### config.mk
export PLATFORM = sky130hd
export DESIGN_NAME = fxp_accum
export DESIGN_NICKNAME = d
export VERILOG_FILES = /design/src/rtl/fxp_accum.sv
export SDC_FILE = /design/constraint.sdc
export NUM_CORES = 1
export LEC_CHECK = 0
export BUFFER_PORTS_ARGS = -buffer_cell sky130_fd_sc_hd__buf_2
export CORE_ASPECT_RATIO = 0.75
export CORE_UTILIZATION = 45
export DETAILED_ROUTE_END_ITERATION = 8
export HOLD_SLACK_MARGIN = 0.12
export SLEW_MARGIN = 20
export SYNTH_ARGS = -nofsm -noshare
export SYNTH_HDL_FRONTEND = slang
export SYNTH_SLANG_ARGS = --single-unit
### constraint.sdc
create_clock -name clk -period 4.4 [get_ports clk]
set_input_delay 0 -clock clk [delete_from_list [all_inputs] [get_ports clk]]
set_output_delay 0 -clock clk [all_outputs]
set_load 0.01 [all_outputs]
### src/rtl/fxp_accum.sv
// fxp_accum: streaming signed fixed-point group accumulator with output Q-format conversion.
// Define FXP_ACCUM_SAT_EN to clamp the accumulator on overflow; otherwise it wraps.
module fxp_accum #(
   parameter int WII   = 8,
   parameter int WIF   = 8,
   parameter int WG    = 4,
   parameter int WOI   = 12,
   parameter int WOF   = 4,
   parameter int ROUND = 1
) (
   input  logic                 clk,
   input  logic                 rst,
   input  logic                 i_valid,
   output logic                 i_ready,
   input  logic [WII+WIF-1:0]   i_data,
   input  logic                 i_last,
   output logic                 o_valid,
   input  logic                 o_ready,
   output logic [WOI+WOF-1:0]   o_data,
   output logic                 o_overflow
);

   localparam int WI  = WII + WIF;
   localparam int WA  = WII + WG + WIF;
   localparam int WO  = WOI + WOF;
   localparam int UP  = (WOF >= WIF) ? WOF - WIF : 0;
   localparam int DN  = (WOF >= WIF) ? 0 : WIF - WOF;
   localparam int RSH = (DN > 0) ? DN - 1 : 0;
   localparam int WT  = WA + 1 + UP;
   localparam int WC  = ((WT > WO) ? WT : WO) + 1;

   localparam bit RND_EN = (ROUND != 0) && (DN > 0);
   localparam logic signed [WT-1:0] RND_C = RND_EN ? (WT'(1) <<< RSH) : '0;
   localparam logic signed [WC-1:0] MAX_C = (WC'(1) <<< (WO - 1)) - WC'(1);
   localparam logic signed [WC-1:0] MIN_C = -(WC'(1) <<< (WO - 1));
   localparam logic [WA-1:0] ACC_MAX = {1'b0, {(WA-1){1'b1}}};
   localparam logic [WA-1:0] ACC_MIN = {1'b1, {(WA-1){1'b0}}};

   logic signed [WA-1:0] acc_q, acc_d;
   logic                 ovfSticky_q, ovfSticky_d;
   logic                 oValid_q, oValid_d;
   logic [WO-1:0]        oData_q, oData_d;
   logic                 oOvf_q, oOvf_d;

   logic                 inAccept;
   logic signed [WA:0]   sumWide;
   logic                 stepOvf;
   logic signed [WA-1:0] sumSel;
   logic signed [WT-1:0] sumExt;
   logic signed [WT-1:0] scaled;
   logic signed [WC-1:0] scaledC;
   logic                 convHi;
   logic                 convLo;
   logic [WO-1:0]        convData;

   // A waiting result never blocks a sample in the cycle it is consumed.
   assign i_ready  = !oValid_q || o_ready;
   assign inAccept = i_valid && i_ready;

   assign sumWide = {acc_q[WA-1], acc_q} + {{(WG+1){i_data[WI-1]}}, i_data};
   assign stepOvf = sumWide[WA] ^ sumWide[WA-1];

   // Range handling of one accumulation step: clamp or two's-complement wrap.
   always_comb begin
      sumSel = sumWide[WA-1:0];
`ifdef FXP_ACCUM_SAT_EN
      if (stepOvf) begin
         sumSel = sumWide[WA] ? ACC_MIN : ACC_MAX;
      end
`endif
   end

   // Requantise to the output fraction width, then clip to the output integer range.
   assign sumExt   = {{(WT-WA){sumSel[WA-1]}}, sumSel};
   assign scaled   = ((sumExt + RND_C) >>> DN) <<< UP;
   assign scaledC  = {{(WC-WT){scaled[WT-1]}}, scaled};
   assign convHi   = scaledC > MAX_C;
   assign convLo   = scaledC < MIN_C;
   assign convData = convHi ? MAX_C[WO-1:0] :
                     convLo ? MIN_C[WO-1:0] : scaledC[WO-1:0];

   // Next-state: a last sample closes the group and loads the output register.
   always_comb begin
      acc_d       = acc_q;
      ovfSticky_d = ovfSticky_q;
      oValid_d    = oValid_q && !o_ready;
      oData_d     = oData_q;
      oOvf_d      = oOvf_q;
      if (inAccept) begin
         if (i_last) begin
            oData_d     = convData;
            oOvf_d      = ovfSticky_q || stepOvf || convHi || convLo;
            oValid_d    = 1'b1;
            acc_d       = '0;
            ovfSticky_d = 1'b0;
         end else begin
            acc_d       = sumSel;
            ovfSticky_d = ovfSticky_q || stepOvf;
         end
      end
   end

   always_ff @(posedge clk or posedge rst) begin
      if (rst) begin
         acc_q       <= '0;
         ovfSticky_q <= 1'b0;
         oValid_q    <= 1'b0;
         oData_q     <= '0;
         oOvf_q      <= 1'b0;
      end else begin
         acc_q       <= acc_d;
         ovfSticky_q <= ovfSticky_d;
         oValid_q    <= oValid_d;
         oData_q     <= oData_d;
         oOvf_q      <= oOvf_d;
      end
   end

   assign o_valid    = oValid_q;
   assign o_data     = oData_q;
   assign o_overflow = oOvf_q;

endmodule

==> reports/qor.txt <==
STATUS
----------------------------------------------------------------------------------
Outcome ............................................................. complete, no violations

PLACED DESIGN
----------------------------------------------------------------------------------
Port buffer count ...................................................           39
Detailed placer's ending HPWL .......................................      5643 um
Gp weighted congestion ..............................................       0.8533

LAYOUT
----------------------------------------------------------------------------------
Layout fillers ......................................................          615
Ant diodes ..........................................................            0
Fraction of layout instances using a drive strength above 1 .........       22.91%
Growth of design area from synthesis to finish ......................       12.59%
Nets ................................................................          413

GRT
----------------------------------------------------------------------------------
Global route overflow ...............................................            0
Largest net degree at the start of global routing ...................           40
Number of antenna violations at the first check in global routing ...            0
Via count of the first global-routing pass ..........................        2,376
Global-route usage over all layers ..................................       22.29%
Wire length of the first global-routing pass ........................    12,390 um

POWER AND IR DROP
----------------------------------------------------------------------------------
Internal power of the cells .........................................   0.001280 W
Portion of total power attributed to the clock network ..............         9.5%
Net switching power of the design ...................................   0.001289 W
Leakage power total .................................................     1.511 nW
Cell area power density ............................................. 743.2 nW/um^2
Switching power share of the total ..................................       50.19%
Combinational power share ...........................................        67.1%
Maximum resistive drop on vdd .......................................    0.4019 mV
Sequential Power Share ..............................................        23.4%

DRT
----------------------------------------------------------------------------------
Vias after detailed routing .........................................        2,643
Remaining number of nets flagged by the antenna check after routing .            0
Wire length per cell ................................................     16.66 um
DR pass1 iterations .................................................            4
DRC violations left .................................................            0
Total Routed Length .................................................      7530 um
First DRT Iteration DRCs ............................................          143
Vias per cell .......................................................        5.847

SYNTHESIS
----------------------------------------------------------------------------------
Post-synthesis cell type with the largest combined area .............      dfrtp_1
Area share of the largest cell type after synthesis .................       31.78%
Sequential area share after synthesis ...............................       31.78%
Post-Synthesis Cell Area ............................................   3070 sq um
Mean instance size in the synthesized netlist .......................  9.276 sq um
Netlist cell types ..................................................           63
Most common flop cell mapped by yosys ...............................      dfrtp_1
Synthesized netlist cell count ......................................          331
Most common cell in the synthesized netlist .........................      dfrtp_1
Number of synthesized register bits .................................           39
Ys async rst share ..................................................       100.0%
Number of enable-type register cells in the synthesized netlist .....            0
Warning count from the yosys run ....................................            0
Leading post-synthesis cells by cell area ........................... dfrtp_1 32%, ha_1 8.6%, a22o_1 4.3%
Leading cell types by count after synthesis ......................... 39 x dfrtp_1, 33 x nor2_1, 30 x nand2_1, 22 x a21oi_1, 21 x ha_1
Net count after synthesis ...........................................          374

FLOORPLANNING
----------------------------------------------------------------------------------
Number of core rows .................................................           25
Core ar. ............................................................   6444 sq um
Effective utilization at floorplan ..................................       47.65%
IO Pins .............................................................           40
Die height ..........................................................     73.54 um
Overall die area ....................................................   7161 sq um
Die X ...............................................................     97.38 um

TIMING
----------------------------------------------------------------------------------
Final Hold Fails ....................................................            0
Final critical delay including setup and external delays ............     3.658 ns
Worst clock skew ....................................................   0.01224 ns
Top achievable clock speed ..........................................   0.2734 GHz
Max Transition Viols Final ..........................................            0
Final-layout worst hold slack .......................................    0.1322 ns
Final Cycle Share ...................................................       83.13%
Post-Route Setup TNS ................................................         0 ns
Slew at the pin closest to its max-slew limit .......................    0.6231 ns
Total setup violations reported at the end of the flow ..............            0
Max-slew headroom at the worst pin ..................................       58.32%
RSZ-0062 raised after global routing ................................        false

SETUP PATH
----------------------------------------------------------------------------------
Required time of the critical path ..................................      4.63 ns
CP arrival ..........................................................      3.89 ns
Kind of start point of the critical path ............................         flop
Worst Setup Path Type ...............................................   reg -> reg
Largest stage delay, worst path .....................................      0.47 ns
Type of destination of the critical path ............................         flop
Slowest cell on the critical path ...................................         fa_1
Maximum fanout along the worst path .................................            8
CP Cell Sequence .................................................... ha_1 -> fa_1 -> a211oi_1 -> o21ai_2 -> a221oi_2 -> o221ai_2 -> xor2_2 -> nand4_2 -> or3_4 -> o21ai_4 -> o22a_1

CTS
----------------------------------------------------------------------------------
Max Buffers Root-to-Sink ............................................            2
CTS resizes .........................................................            0
H-tree depth reported by CTS ........................................            2
Clock transition at the registers of the reported paths .............      0.08 ns
CTS hold repair buffers .............................................            4
Number of clock sinks ...............................................           39
Total CTS buffers ...................................................            5
Number of buffers inserted to repair setup after CTS ................            0
Clock tree from TritonCTS ...........................................        built
Root cell of the clock tree .........................................     clkbuf_8
Clock latency of the later-clocked register in the worst-skew pair ..      0.30 ns

JOB
----------------------------------------------------------------------------------
Max capacitance violation total .....................................            0

HOLD PATH
----------------------------------------------------------------------------------
Min-delay worst type ................................................    in -> reg

through the flow:
stage	total power [W]	area [sq um]	util (%)	worst slack, ns	cells
after global routing	0.002788	3457	53.65	0.4861	452
after global placement	0.002292	3332	51.71	0.8291	440
after detailed placement	0.002304	3332	51.71	0.7952	440
after floorplan	0.001901	3070	-	1.197	331
final	0.002569	3457	53.65	0.7425	452
after CTS	0.002566	3457	53.65	0.7634	452
path summary, 6_finish.rpt:
path / from / end / slack (ns) / depth (start not counted)
max: acc_q[0] / o_data[12] / 0.74 / 11
max in group asynchronous: rst / acc_q[16] / 3.65 / 4
max reg2reg: acc_q[0] / o_data[12] / 0.74 / 11
min reg2reg: acc_q[2] / acc_q[2] / 0.49 / 2
min: i_data[0] / acc_q[0] / 0.13 / 4
min in group asynchronous: rst / o_data[6] / 0.38 / 4
routing by layer:
layer	global-route usage, %	vias up	wire [um]
li1	-	1319	-
met1	35.82	1231	4097
met2	30.77	84	2929
met3	3.616	9	427
met4	4.739	0	76
met5	0	-	0
cell families after synthesis:
logic type	after synthesis	share of synthesized area (%)
xor+xnor	29	9.006
compound gates	108	27.55
simple gates	108	18.54
fa+ha+maj	22	9.209
mux	2	0.8149
flops	39	31.78
buf+inv	23	3.097
power by group through the flow:
stage	Sequential, W	Clock, W	Combinational, W
after floorplan	0.000625	0	0.00128
after CTS	0.000601	0.000254	0.00171
final	0.000602	0.000243	0.00172
after detailed placement	0.000605	0	0.00170
after global routing	0.000621	0.000267	0.00190
after global placement	0.000604	0	0.00169
cells in the final DEF, fill, tap and decap left out, drive strengths merged, types with 2 or more instances in the layout:
master / n
a211oi: 4
nand3: 9
or3: 3
a21o: 5
o22a: 8
a22oi: 2
nand4: 8
o211ai: 3
o221ai: 3
a31oi: 3
ha: 21
nor2: 33
nand2b: 4
inv: 8
dlygate4sd3: 4
o32ai: 2
o21a: 4
a21oi: 31
xnor2: 13
a22o: 15
o31ai: 6
xor2: 16
o21ai: 13
buf: 43
nor4: 4
nor3b: 2
nand2: 31
nor3: 7
clkbuf: 6
or4: 2
dfrtp: 39
critical path, delay by kind of cell, from the launching register on:
| kind | cells | cell delay (ns) |
|---|---|---|
| adders and majority gates | 2 | 0.70 |
| xor gates and xnor gates | 1 | 0.33 |
| AOI/OAI and AO/OA | 6 | 1.50 |
| and+or+nand+nor | 2 | 0.68 |
| DFF | 1 | 0.39 |
cell type report:
cell class                 instances  area (sq um)  share of cell area [%]
tap                               81         101.3                   2.932
clock buffer                       6         72.57                   2.099
sequential                        39         975.9                   28.23
multi-input combinational        269          1999                   57.84
clock inverter                     2         12.51                  0.3619
timing repair buffer              47         265.3                   7.673
inverter                           8         30.03                  0.8686
sequential cells by signal, summed over array words and instances (netlist names):
name,cells
acc_q,20
o_data,16
o_overflow,1
o_valid,1
ovfSticky_q,1
(Power assumes the default switching activity.)
